## config.mk

```make
export PLATFORM = sky130hd
export DESIGN_NAME = seg7_scan6
export DESIGN_NICKNAME = d
export VERILOG_FILES = /design/src/rtl/seg7_scan6.sv
export SDC_FILE = /design/constraint.sdc
export NUM_CORES = 1
export LEC_CHECK = 0
export CAP_MARGIN = 20
export CORE_MARGIN = 1.5
export CORE_UTILIZATION = 55
export DETAILED_ROUTE_END_ITERATION = 8
export DONT_BUFFER_PORTS = 1
export GPL_ROUTABILITY_DRIVEN = 0
export HOLD_SLACK_MARGIN = 0.1
export PLACE_DENSITY = 0.78
export SYNTH_ARGS = -nofsm -noshare
export SYNTH_HDL_FRONTEND = slang
export SYNTH_SLANG_ARGS = --single-unit
```

## constraint.sdc

```tcl
create_clock -name clk -period 4.5 [get_ports clk]
set_clock_uncertainty 0.2 [all_clocks]
set_input_delay 0.675 -clock clk [delete_from_list [all_inputs] [get_ports clk]]
set_output_delay 0.675 -clock clk [all_outputs]
set_load 0.02 [all_outputs]
```

## src/rtl/seg7_scan6.sv

```systemverilog
// seg7_scan6: six-digit multiplexed common-anode seven-segment driver.
// Frame-synchronous digit snapshot, leading-zero blanking, dash for illegal
// BCD codes, and a whole-display blink while the captured count is all zero.
module seg7_scan6 #(
  parameter int unsigned SCAN_DIV     = 50000,
  parameter int unsigned DEAD         = 500,
  parameter int unsigned BLINK_FRAMES = 83
) (
  input  logic       clk,
  input  logic       rst,
  input  logic [3:0] digits [5:0],
  input  logic [5:0] dp,
  input  logic       blank_lz,
  output logic [7:0] seg,
  output logic [5:0] sel
);

  localparam int unsigned CW = $clog2(SCAN_DIV);
  localparam int unsigned FW = (BLINK_FRAMES > 1) ? $clog2(BLINK_FRAMES) : 1;
  localparam logic [CW-1:0] CNT_LAST  = CW'(SCAN_DIV - 1);
  localparam logic [CW-1:0] CNT_DEAD  = CW'(DEAD);
  localparam logic [FW-1:0] FCNT_LAST = FW'(BLINK_FRAMES - 1);

  logic [CW-1:0] cnt, cnt_nxt;
  logic [2:0]    idx, idx_nxt;
  logic [3:0]    snap [5:0];
  logic [FW-1:0] fcnt, fcnt_nxt;
  logic          phase, phase_nxt;
  logic          loaded;

  logic          cnt_wrap;
  logic          frame_end;
  logic          allz;
  logic          run;
  logic [5:0]    lz;
  logic [3:0]    cur;
  logic          blanked;
  logic [7:0]    seg_nxt;
  logic [5:0]    sel_nxt;

  // Active-low segment pattern g..a for one BCD code; 10..15 become a dash.
  function automatic logic [6:0] decode(input logic [3:0] d);
    logic [6:0] p;
    case (d)
      4'd0:    p = 7'h40;
      4'd1:    p = 7'h79;
      4'd2:    p = 7'h24;
      4'd3:    p = 7'h30;
      4'd4:    p = 7'h19;
      4'd5:    p = 7'h12;
      4'd6:    p = 7'h02;
      4'd7:    p = 7'h78;
      4'd8:    p = 7'h00;
      4'd9:    p = 7'h10;
      default: p = 7'h3F;
    endcase
    return p;
  endfunction

  // Next scan position, blink state and display value from pre-edge state.
  always_comb begin
    cnt_nxt   = cnt;
    idx_nxt   = idx;
    fcnt_nxt  = fcnt;
    phase_nxt = phase;
    seg_nxt   = 8'hFF;
    sel_nxt   = 6'h3F;
    allz      = 1'b1;
    run       = 1'b1;
    lz        = '0;

    cnt_wrap  = (cnt == CNT_LAST);
    frame_end = cnt_wrap && (idx == 3'd5);

    cnt_nxt = cnt_wrap ? '0 : cnt + CW'(1);
    if (cnt_wrap) begin
      idx_nxt = (idx == 3'd5) ? 3'd0 : idx + 3'd1;
    end

    // lz[i]: this digit and every more significant digit are zero
    for (int i = 5; i >= 0; i--) begin
      run   = run && (snap[i] == 4'd0);
      lz[i] = run;
    end
    allz = run;

    if (!allz) begin
      fcnt_nxt  = '0;
      phase_nxt = 1'b1;
    end else if (frame_end) begin
      if (fcnt == FCNT_LAST) begin
        fcnt_nxt  = '0;
        phase_nxt = ~phase;
      end else begin
        fcnt_nxt = fcnt + FW'(1);
      end
    end

    cur     = snap[idx];
    blanked = blank_lz && (idx != 3'd0) && lz[idx];

    if ((cnt >= CNT_DEAD) && phase && loaded) begin
      sel_nxt = ~(6'd1 << idx);
      seg_nxt = blanked ? 8'hFF : {~dp[idx], decode(cur)};
    end
  end

  // Scan, snapshot, blink and output registers.
  always_ff @(posedge clk or negedge rst) begin
    if (!rst) begin
      cnt    <= '0;
      idx    <= 3'd0;
      fcnt   <= '0;
      phase  <= 1'b1;
      loaded <= 1'b0;
      seg    <= 8'hFF;
      sel    <= 6'h3F;
      for (int i = 0; i < 6; i++) snap[i] <= 4'd0;
    end else begin
      cnt    <= cnt_nxt;
      idx    <= idx_nxt;
      fcnt   <= fcnt_nxt;
      phase  <= phase_nxt;
      loaded <= 1'b1;
      seg    <= seg_nxt;
      sel    <= sel_nxt;
      if (!loaded || frame_end) begin
        for (int i = 0; i < 6; i++) snap[i] <= digits[i];
      end
    end
  end

endmodule
```

==> flow_summary_export.csv, run 1 <==
group,metric,value,unit
critical_path,start_kind,"flip-flop",
placed_design,dpl.hpwl,4760,µm
critical_path,number_of_buffer_and_inverter_stages_on_the_critical_path,0,
timing,timing.final.crit_share,0.603,
timing,hold-worst-slack,0.273,ns
critical_path,cp-end-kind,"flip-flop",
job,number_of_maximum_capacitance_violations,0,
power_and_ir_drop,switching_power,297,µW
placed_design,placement.cell_area,3480,µm²
hold_path,min-delay-path-class,"in -> reg",
power_and_ir_drop,power.share.combinational,0.073,
synth,number_of_synthesized_flops_with_an_enable_pin,0,
timing,finalSetupViolCount,0,
global_route,grt_first_pass_wirelength,11300,µm
critical_path,timing.critical_path.slowest_stage_cell,"sky130_fd_sc_hd__dfrtp_1",
die,num_io_pins,47,
synth,synth.yosys.seq_area_share,0.482,
die,initial_core_util,0.579,
synth,synth-seq-cells,66,
clock_network,tritoncts_num_sinks,66,
timing,worst_slew_margin_rel,0.463,
critical_path,timing.critical_path.slowest_cell_delay,0.83,ns
synth,yosys_most_used_dff,"sky130_fd_sc_hd__dfrtp_1",
critical_path,timing_worst_setup_path_type,"reg -> reg",
clock_network,cts_tree,"yes",
global_route,number_of_antenna_violations_at_the_first_check_in_global_routing,0,
global_route,track_usage,0.226,
routing,firstDrtPassIters,4,
synth,yosysTopAreaCell,"sky130_fd_sc_hd__dfrtp_1",
global_route,grt_use_met1,0.311,
clock_network,clkLatencyLatePin,0.35,ns
routing,detailroute.via_count,2370,
global_route,top_usage_layer,"met2",
synth,synthArstFlopShare,1.00,
synth,synth_area_leaders,"sky130_fd_sc_hd__dfrtp_1, sky130_fd_sc_hd__dfstp_2, sky130_fd_sc_hd__mux2_2",
clock_network,clkSlewWorstSetupHoldPaths,0.07,ns
finish,final_std_cells_w_o_fill,390,
synth,mappedNetlistNets,352,
power_and_ir_drop,total_leakage_power,1.58,nW
routing,routedWlPerCell,17.6,µm
global_route,grt_remaining_overflow,0,
synth,yosys_warning_total,0,
synth,unique_cell_type_count_in_the_yosys_netlist,56,
routing,drt_wl_total,6860,µm
synth,synthCells,309,
timing,post_route_minimum_period,2.71,ns
timing,max_freq,368,MHz
critical_path,reg2reg_setup_slack,1.79,ns
global_route,grt_max_degree,67,
finish,syn_to_final_growth,7.76,%
critical_path,critical_path_arrival,2.74,ns
power_and_ir_drop,cellInternalPower,988,µW
critical_path,crit_fanout,24,
timing,worstMarginPinSlew,0.799,ns
clock_network,tritoncts.num_buffers,9,
critical_path,cells_along_the_critical_path,"mux2_2, a222oi_1, nand3b_1, o21ai_0, o21ai_0",
routing,drc,0,
placed_design,place.port_buffers,0,
synth,synthesized_area_divided_by_synthesized_cell_count,11.2,µm²
finish,fin_area,3740,µm²
finish,layout.nets,353,
die,core_area,5990,µm²
clock_network,cts-root-buf,"sky130_fd_sc_hd__clkbuf_8",
routing,drt_iter0_markers,190,
routing,via_per_inst,6.08,
synth,netlist_area,3470,µm²
global_route,global_routing_met3_resource_utilization,0.0703,
clock_network,post_cts_resized,0,
critical_path,required_arrival_time_at_the_worst_endpoint,4.52,ns
timing,finalHoldViolations,0,
die,chipHeight,82.4,µm
power_and_ir_drop,ir_drop,211,µV
die,rows,28,
critical_path,critPathTopFamily,"compound AO/OA/AOI/OAI gates",
finish,antenna_cells_inserted,0,
power_and_ir_drop,swShare,0.231,
clock_network,htree_levels,3,
finish,layout-drive-gt1-share,0.244,
timing,grt_setup_unrepaired,"no",
power_and_ir_drop,power.sequential.fraction,0.497,
timing,final_max_slew_viol_count,0,
synth,synth_top_cell_area_share,0.368,
routing,final_antenna_net_count,0,
power_and_ir_drop,clkPwrFrac,0.429,
timing,setup_total_negative_slack,0,ns
power_and_ir_drop,power_density,344,nW/µm²
placed_design,placed_cells_incl_taps,372,
outcome,status,"finished, final reports clean",
global_route,vias_in_the_first_global_route,2306,
die,chipWidth,82.4,µm
clock_network,clk_path_buf_depth,2,
die,fp.dieArea,6790,µm²
critical_path,critical_path.most_common_cell,"sky130_fd_sc_hd__o21ai_0",
global_route,global_routing_usage_on_met2,0.325,
## worst reg2reg max path, cell delays in order (launching register included)
cell and delay [ns]:
sky130_fd_sc_hd__dfrtp_1 0.83, sky130_fd_sc_hd__mux2_2 0.43, sky130_fd_sc_hd__a222oi_1 0.72, sky130_fd_sc_hd__nand3b_1 0.20
sky130_fd_sc_hd__o21ai_0 0.11, sky130_fd_sc_hd__o21ai_0 0.10
## logic make-up after synthesis
| group | count (synthesis) | share of synthesized area |
|---|---|---|
| flip-flops | 66 | 0.482 |
| multiplexers | 40 | 0.142 |
| AO/OA/AOI/OAI | 39 | 0.0664 |
| AND/OR/NAND/NOR | 113 | 0.193 |
| adder cells (fa/ha/maj) | 10 | 0.0361 |
| other | 1 | 0.00108 |
| XOR/XNOR | 18 | 0.0455 |
| buffers and inverters | 22 | 0.0343 |
## layer usage
| layer | vias up | routed length [µm] |
|---|---|---|
| li1 | 1105 | - |
| met1 | 1164 | 3150 |
| met2 | 84 | 3140 |
| met3 | 17 | 439 |
| met4 | 0 | 137 |
| met5 | - | 0 |
## registers in the layout, summed over array words and instances (netlist names)
name and count:
seg 8, phase 1, sel 6, cnt 16, loaded 1, fcnt 7
snap 24, idx 3
## layout by cell type (no fill, tap or decap), drive strengths merged, types with 3 or more instances in the layout
master,n
dfrtp,51
nor2b,5
nor4,8
nor3,4
xor2,8
nand2,24
clkinv,3
and2,5
a21oi,8
nor2,19
or4,3
or3,3
and3,7
mux2,31
nand4,6
xnor2,10
clkbuf,11
nand2b,6
nand3,12
o21ai,19
dfstp,15
mux4,4
inv,9
mux2i,5
ha,10
## final timing paths
check / startpoint / to / cells after the start
max: idx[1] / seg[0] / 5
min: digits[6] / snap[6] / 1
max reg2reg: idx[1] / seg[0] / 5
min reg2reg: cnt[0] / cnt[0] / 1
max in group asynchronous: rst / sel[5] / 2
min in group asynchronous: rst / fcnt[2] / 2
## power by group through the flow
stage,Clock (mW),Combinational (mW),Sequential (mW)
after CTS,0.564,0.0945,0.638
after detailed placement,0,0.0787,0.649
after global routing,0.591,0.105,0.641
after floorplan,0,0.0674,0.640
after global placement,0,0.0745,0.648
final,0.552,0.0942,0.639
## through the flow
step           setup WS (ns)  power [mW]   util
6_report                1.79        1.29  0.624
2_1_floorplan           2.31       0.707      -
3_5_place_dp            1.83       0.727  0.581
3_3_place_gp            1.92       0.723  0.581
5_1_grt                 1.54        1.34  0.624
4_1_cts                 1.81        1.30  0.624
## final cells by class
| cell class | count | area (µm²) |
|---|---|---|
| Fill cell | 468 | 2250 |
| Multi-Input combinational cell | 221 | 1680 |
| Sequential cell | 66 | 1670 |
| Clock buffer | 11 | 141 |
| Tap cell | 75 | 93.8 |
| Clock inverter | 5 | 77.6 |
| Timing Repair Buffer | 2 | 37.5 |
| Inverter | 10 | 37.5 |
## cells in the mapped netlist, drive strengths merged (2+ instances only)
master,number
mux4,4
nor4,8
nand4,6
mux2i,5
nand3b,2
xor2,8
mux2,31
o31ai,2
a21oi,8
and2,5
nand3,12
nor2b,5
dfstp,15
nor4b,2
ha,10
or3,3
inv,9
o21ai,19
and4,2
and3,7
xnor2,10
a22oi,2
dfrtp,51
clkbuf,2
nand2b,6
nor3,4
nor2,19
o21a,2
or4,3
buf,10
nand2,24
## timing repair
action / in CTS / in global routing
hold buffers: 2 / 0
setup buffers: 0 / 0
hold endpoints to repair: 66 / 0
(Power assumes the default switching activity.)
==> run 2, diff against run 1 <==
- clock period: 4.5 -> 2.5 ns (I/O delays scaled with it)
==> run 2 against run 1 <==
Compared with the run above: first-iteration DRC count shrank 6.3%; final area up 7.2%; utilization is 4.5 points higher; worst setup slack worse by 1.6 ns; via count grew 4.6%; clock power up 47%; critical path type unchanged; highest routed layer unchanged.
==> flow_summary_export.csv, run 2 (synthesized netlist as in run 1, its figures left out) <==
group,metric,value,unit
global_route,number_of_antenna_violations_at_the_first_check_in_global_routing,0,
power_and_ir_drop,clkPwrFrac,0.374,
timing,worstMarginPinSlew,0.518,ns
timing,setup_total_negative_slack,0,ns
critical_path,number_of_buffer_and_inverter_stages_on_the_critical_path,1,
finish,layout-drive-gt1-share,0.257,
routing,firstDrtPassIters,4,
clock_network,cts_setup_buffers,0,
clock_network,tritoncts_num_sinks,66,
critical_path,critPathTopFamily,"compound AO/OA/AOI/OAI gates",
power_and_ir_drop,power.sequential.fraction,0.530,
power_and_ir_drop,cellInternalPower,1.59,mW
finish,area_used_by_multi_input_combinational_logic,1680,µm²
timing,max_freq,440,MHz
finish,layout.nets,384,
finish,max_flop_register,"snap",
die,fp.dieArea,6790,µm²
critical_path,cells_along_the_critical_path,"mux2_2, a22oi_1, a22o_1, buf_4, ha_1, nand3b_1, o21ai_0, o21ai_1",
clock_network,cts_tree,"yes",
power_and_ir_drop,swShare,0.266,
finish,layout_commonest_cell,"sky130_fd_sc_hd__dfrtp_1",
global_route,grt_max_degree,67,
die,num_io_pins,47,
routing,via_per_inst,5.89,
finish,largest_register_ff_count,24,
routing,routedWlPerCell,16.8,µm
clock_network,tritoncts.num_buffers,9,
hold_path,min-delay-path-class,"in -> reg",
placed_design,dp_slack,0.0219,ns
clock_network,cts-root-buf,"sky130_fd_sc_hd__clkbuf_8",
power_and_ir_drop,power_density,541,nW/µm²
power_and_ir_drop,ir_drop,577,µV
clock_network,clkLatencyLatePin,0.36,ns
finish,largest_registers,"snap: 24 flops, cnt: 16 flops, seg: 8 flops",
die,chipHeight,82.4,µm
power_and_ir_drop,total_leakage_power,1.70,nW
power_and_ir_drop,switching_power,576,µW
finish,register_area,1670,µm²
global_route,grt_remaining_overflow,0,
critical_path,crit_fanout,12,
routing,drc,0,
die,rows,28,
die,core_area,5990,µm²
critical_path,required_arrival_time_at_the_worst_endpoint,2.57,ns
timing,grt_setup_unrepaired,"no",
routing,detailroute.via_count,2479,
critical_path,cp-end-kind,"flip-flop",
timing,finalSetupViolCount,0,
critical_path,timing_worst_setup_path_type,"reg -> reg",
critical_path,timing.critical_path.slowest_cell_delay,0.52,ns
finish,final_std_cells_w_o_fill,421,
finish,antenna_cells_inserted,0,
finish,nFillCells,434,
critical_path,critical_path_arrival,2.34,ns
critical_path,start_kind,"flip-flop",
critical_path,timing.critical_path.slowest_stage_cell,"sky130_fd_sc_hd__dfrtp_2",
timing,post_route_minimum_period,2.27,ns
timing,worst_slew_margin_rel,0.651,
die,chipWidth,82.4,µm
global_route,track_usage,0.239,
routing,drt_wl_total,7080,µm
placed_design,placed_cells_incl_taps,379,
die,initial_core_util,0.579,
timing,postLayoutSetupSlackWorst,0.228,ns
clock_network,clkSlewWorstSetupHoldPaths,0.08,ns
placed_design,place.port_buffers,0,
clock_network,htree_levels,3,
finish,syn_to_final_growth,15.5,%
routing,drt_iter0_markers,178,
global_route,grt_first_pass_wirelength,11800,µm
finish,top_library_cells_by_usage_in_the_layout_fill_and_taps_aside,"sky130_fd_sc_hd__dfrtp_1, sky130_fd_sc_hd__mux2_2, sky130_fd_sc_hd__dlygate4sd3_1",
routing,final_antenna_net_count,0,
power_and_ir_drop,power.share.combinational,0.096,
clock_network,clk_path_buf_depth,2,
timing,timing.final.crit_share,0.909,
timing,final_max_slew_viol_count,0,
outcome,status,"finished, final reports clean",
global_route,vias_in_the_first_global_route,2417,
power_and_ir_drop,design_power_total,2.17,mW
job,number_of_maximum_capacitance_violations,0,
timing,finalHoldViolations,0,
placed_design,dpl.hpwl,4790,µm
==> run 2: changes by cell type in the layout (fill, tap and decap cells not counted), sizes merged <==
cell,change
clkinvlp,+1
bufinv,-2
inv,+3
buf,+7
dlygate4sd3,+24
clkbuf,-2
==> run 2: through the flow <==
step / hold WS (ns) / instance area [µm²] / utilization
2_1_floorplan: -0.121 / 3470 / -
3_3_place_gp: -0.118 / 3550 / 0.592
3_5_place_dp: -0.118 / 3550 / 0.592
4_1_cts: 0.153 / 4000 / 0.668
5_1_grt: 0.166 / 4010 / 0.669
6_report: 0.173 / 4010 / 0.669
==> run 2: power by group through the flow <==
| stage | Combinational, mW | Clock [mW] | Sequential (mW) |
|---|---|---|---|
| final | 0.209 | 0.811 | 1.15 |
| after global routing | 0.232 | 0.881 | 1.15 |
| after CTS | 0.208 | 0.828 | 1.15 |
| after detailed placement | 0.151 | 0 | 1.17 |
| after global placement | 0.145 | 0 | 1.16 |
| after floorplan | 0.121 | 0 | 1.15 |
==> run 2: repair_timing <==
action                     CTS  global route
resized for setup            0             5
hold buffers                26             0
setup endpoints to repair    0             4
hold endpoints to repair    90             0
==> run 2: final timing paths <==
path	from	to	depth (start not counted)	slack (ns)
max	idx[1]	seg[0]	8	0.23
min	dp[4]	seg[7]	3	0.17
max reg2reg	idx[1]	seg[0]	8	0.23
min reg2reg	cnt[0]	cnt[0]	1	0.30
max in group asynchronous	rst	seg[1]	2	1.39
min in group asynchronous	rst	fcnt[3]	2	0.38
==> run 2: worst register-to-register path: stages (launching register included) <==
cell                       delay (ns)
sky130_fd_sc_hd__dfrtp_2         0.52
sky130_fd_sc_hd__mux2_2          0.38
sky130_fd_sc_hd__a22oi_1         0.16
sky130_fd_sc_hd__a22o_1          0.21
sky130_fd_sc_hd__buf_4           0.16
sky130_fd_sc_hd__ha_1            0.14
sky130_fd_sc_hd__nand3b_1        0.14
sky130_fd_sc_hd__o21ai_0         0.10
sky130_fd_sc_hd__o21ai_1         0.19
==> run 2: metal layers <==
layer	up-vias	track usage	share of wire	wire length, µm
met4	0	0.0847	0.015	108
met2	91	0.368	0.48	3420
met5	-	0	0	0
met1	1202	0.320	0.44	3090
met3	15	0.0725	0.066	466
li1	1171	-	-	-
==> run 2: final cells by class <==
type,count,area share
tap,75,0.0234
multi-input combinational,221,0.419
clock inverter,7,0.0131
timing repair buffer,33,0.0855
sequential,66,0.418
clock buffer,9,0.0309
inverter,10,0.0103
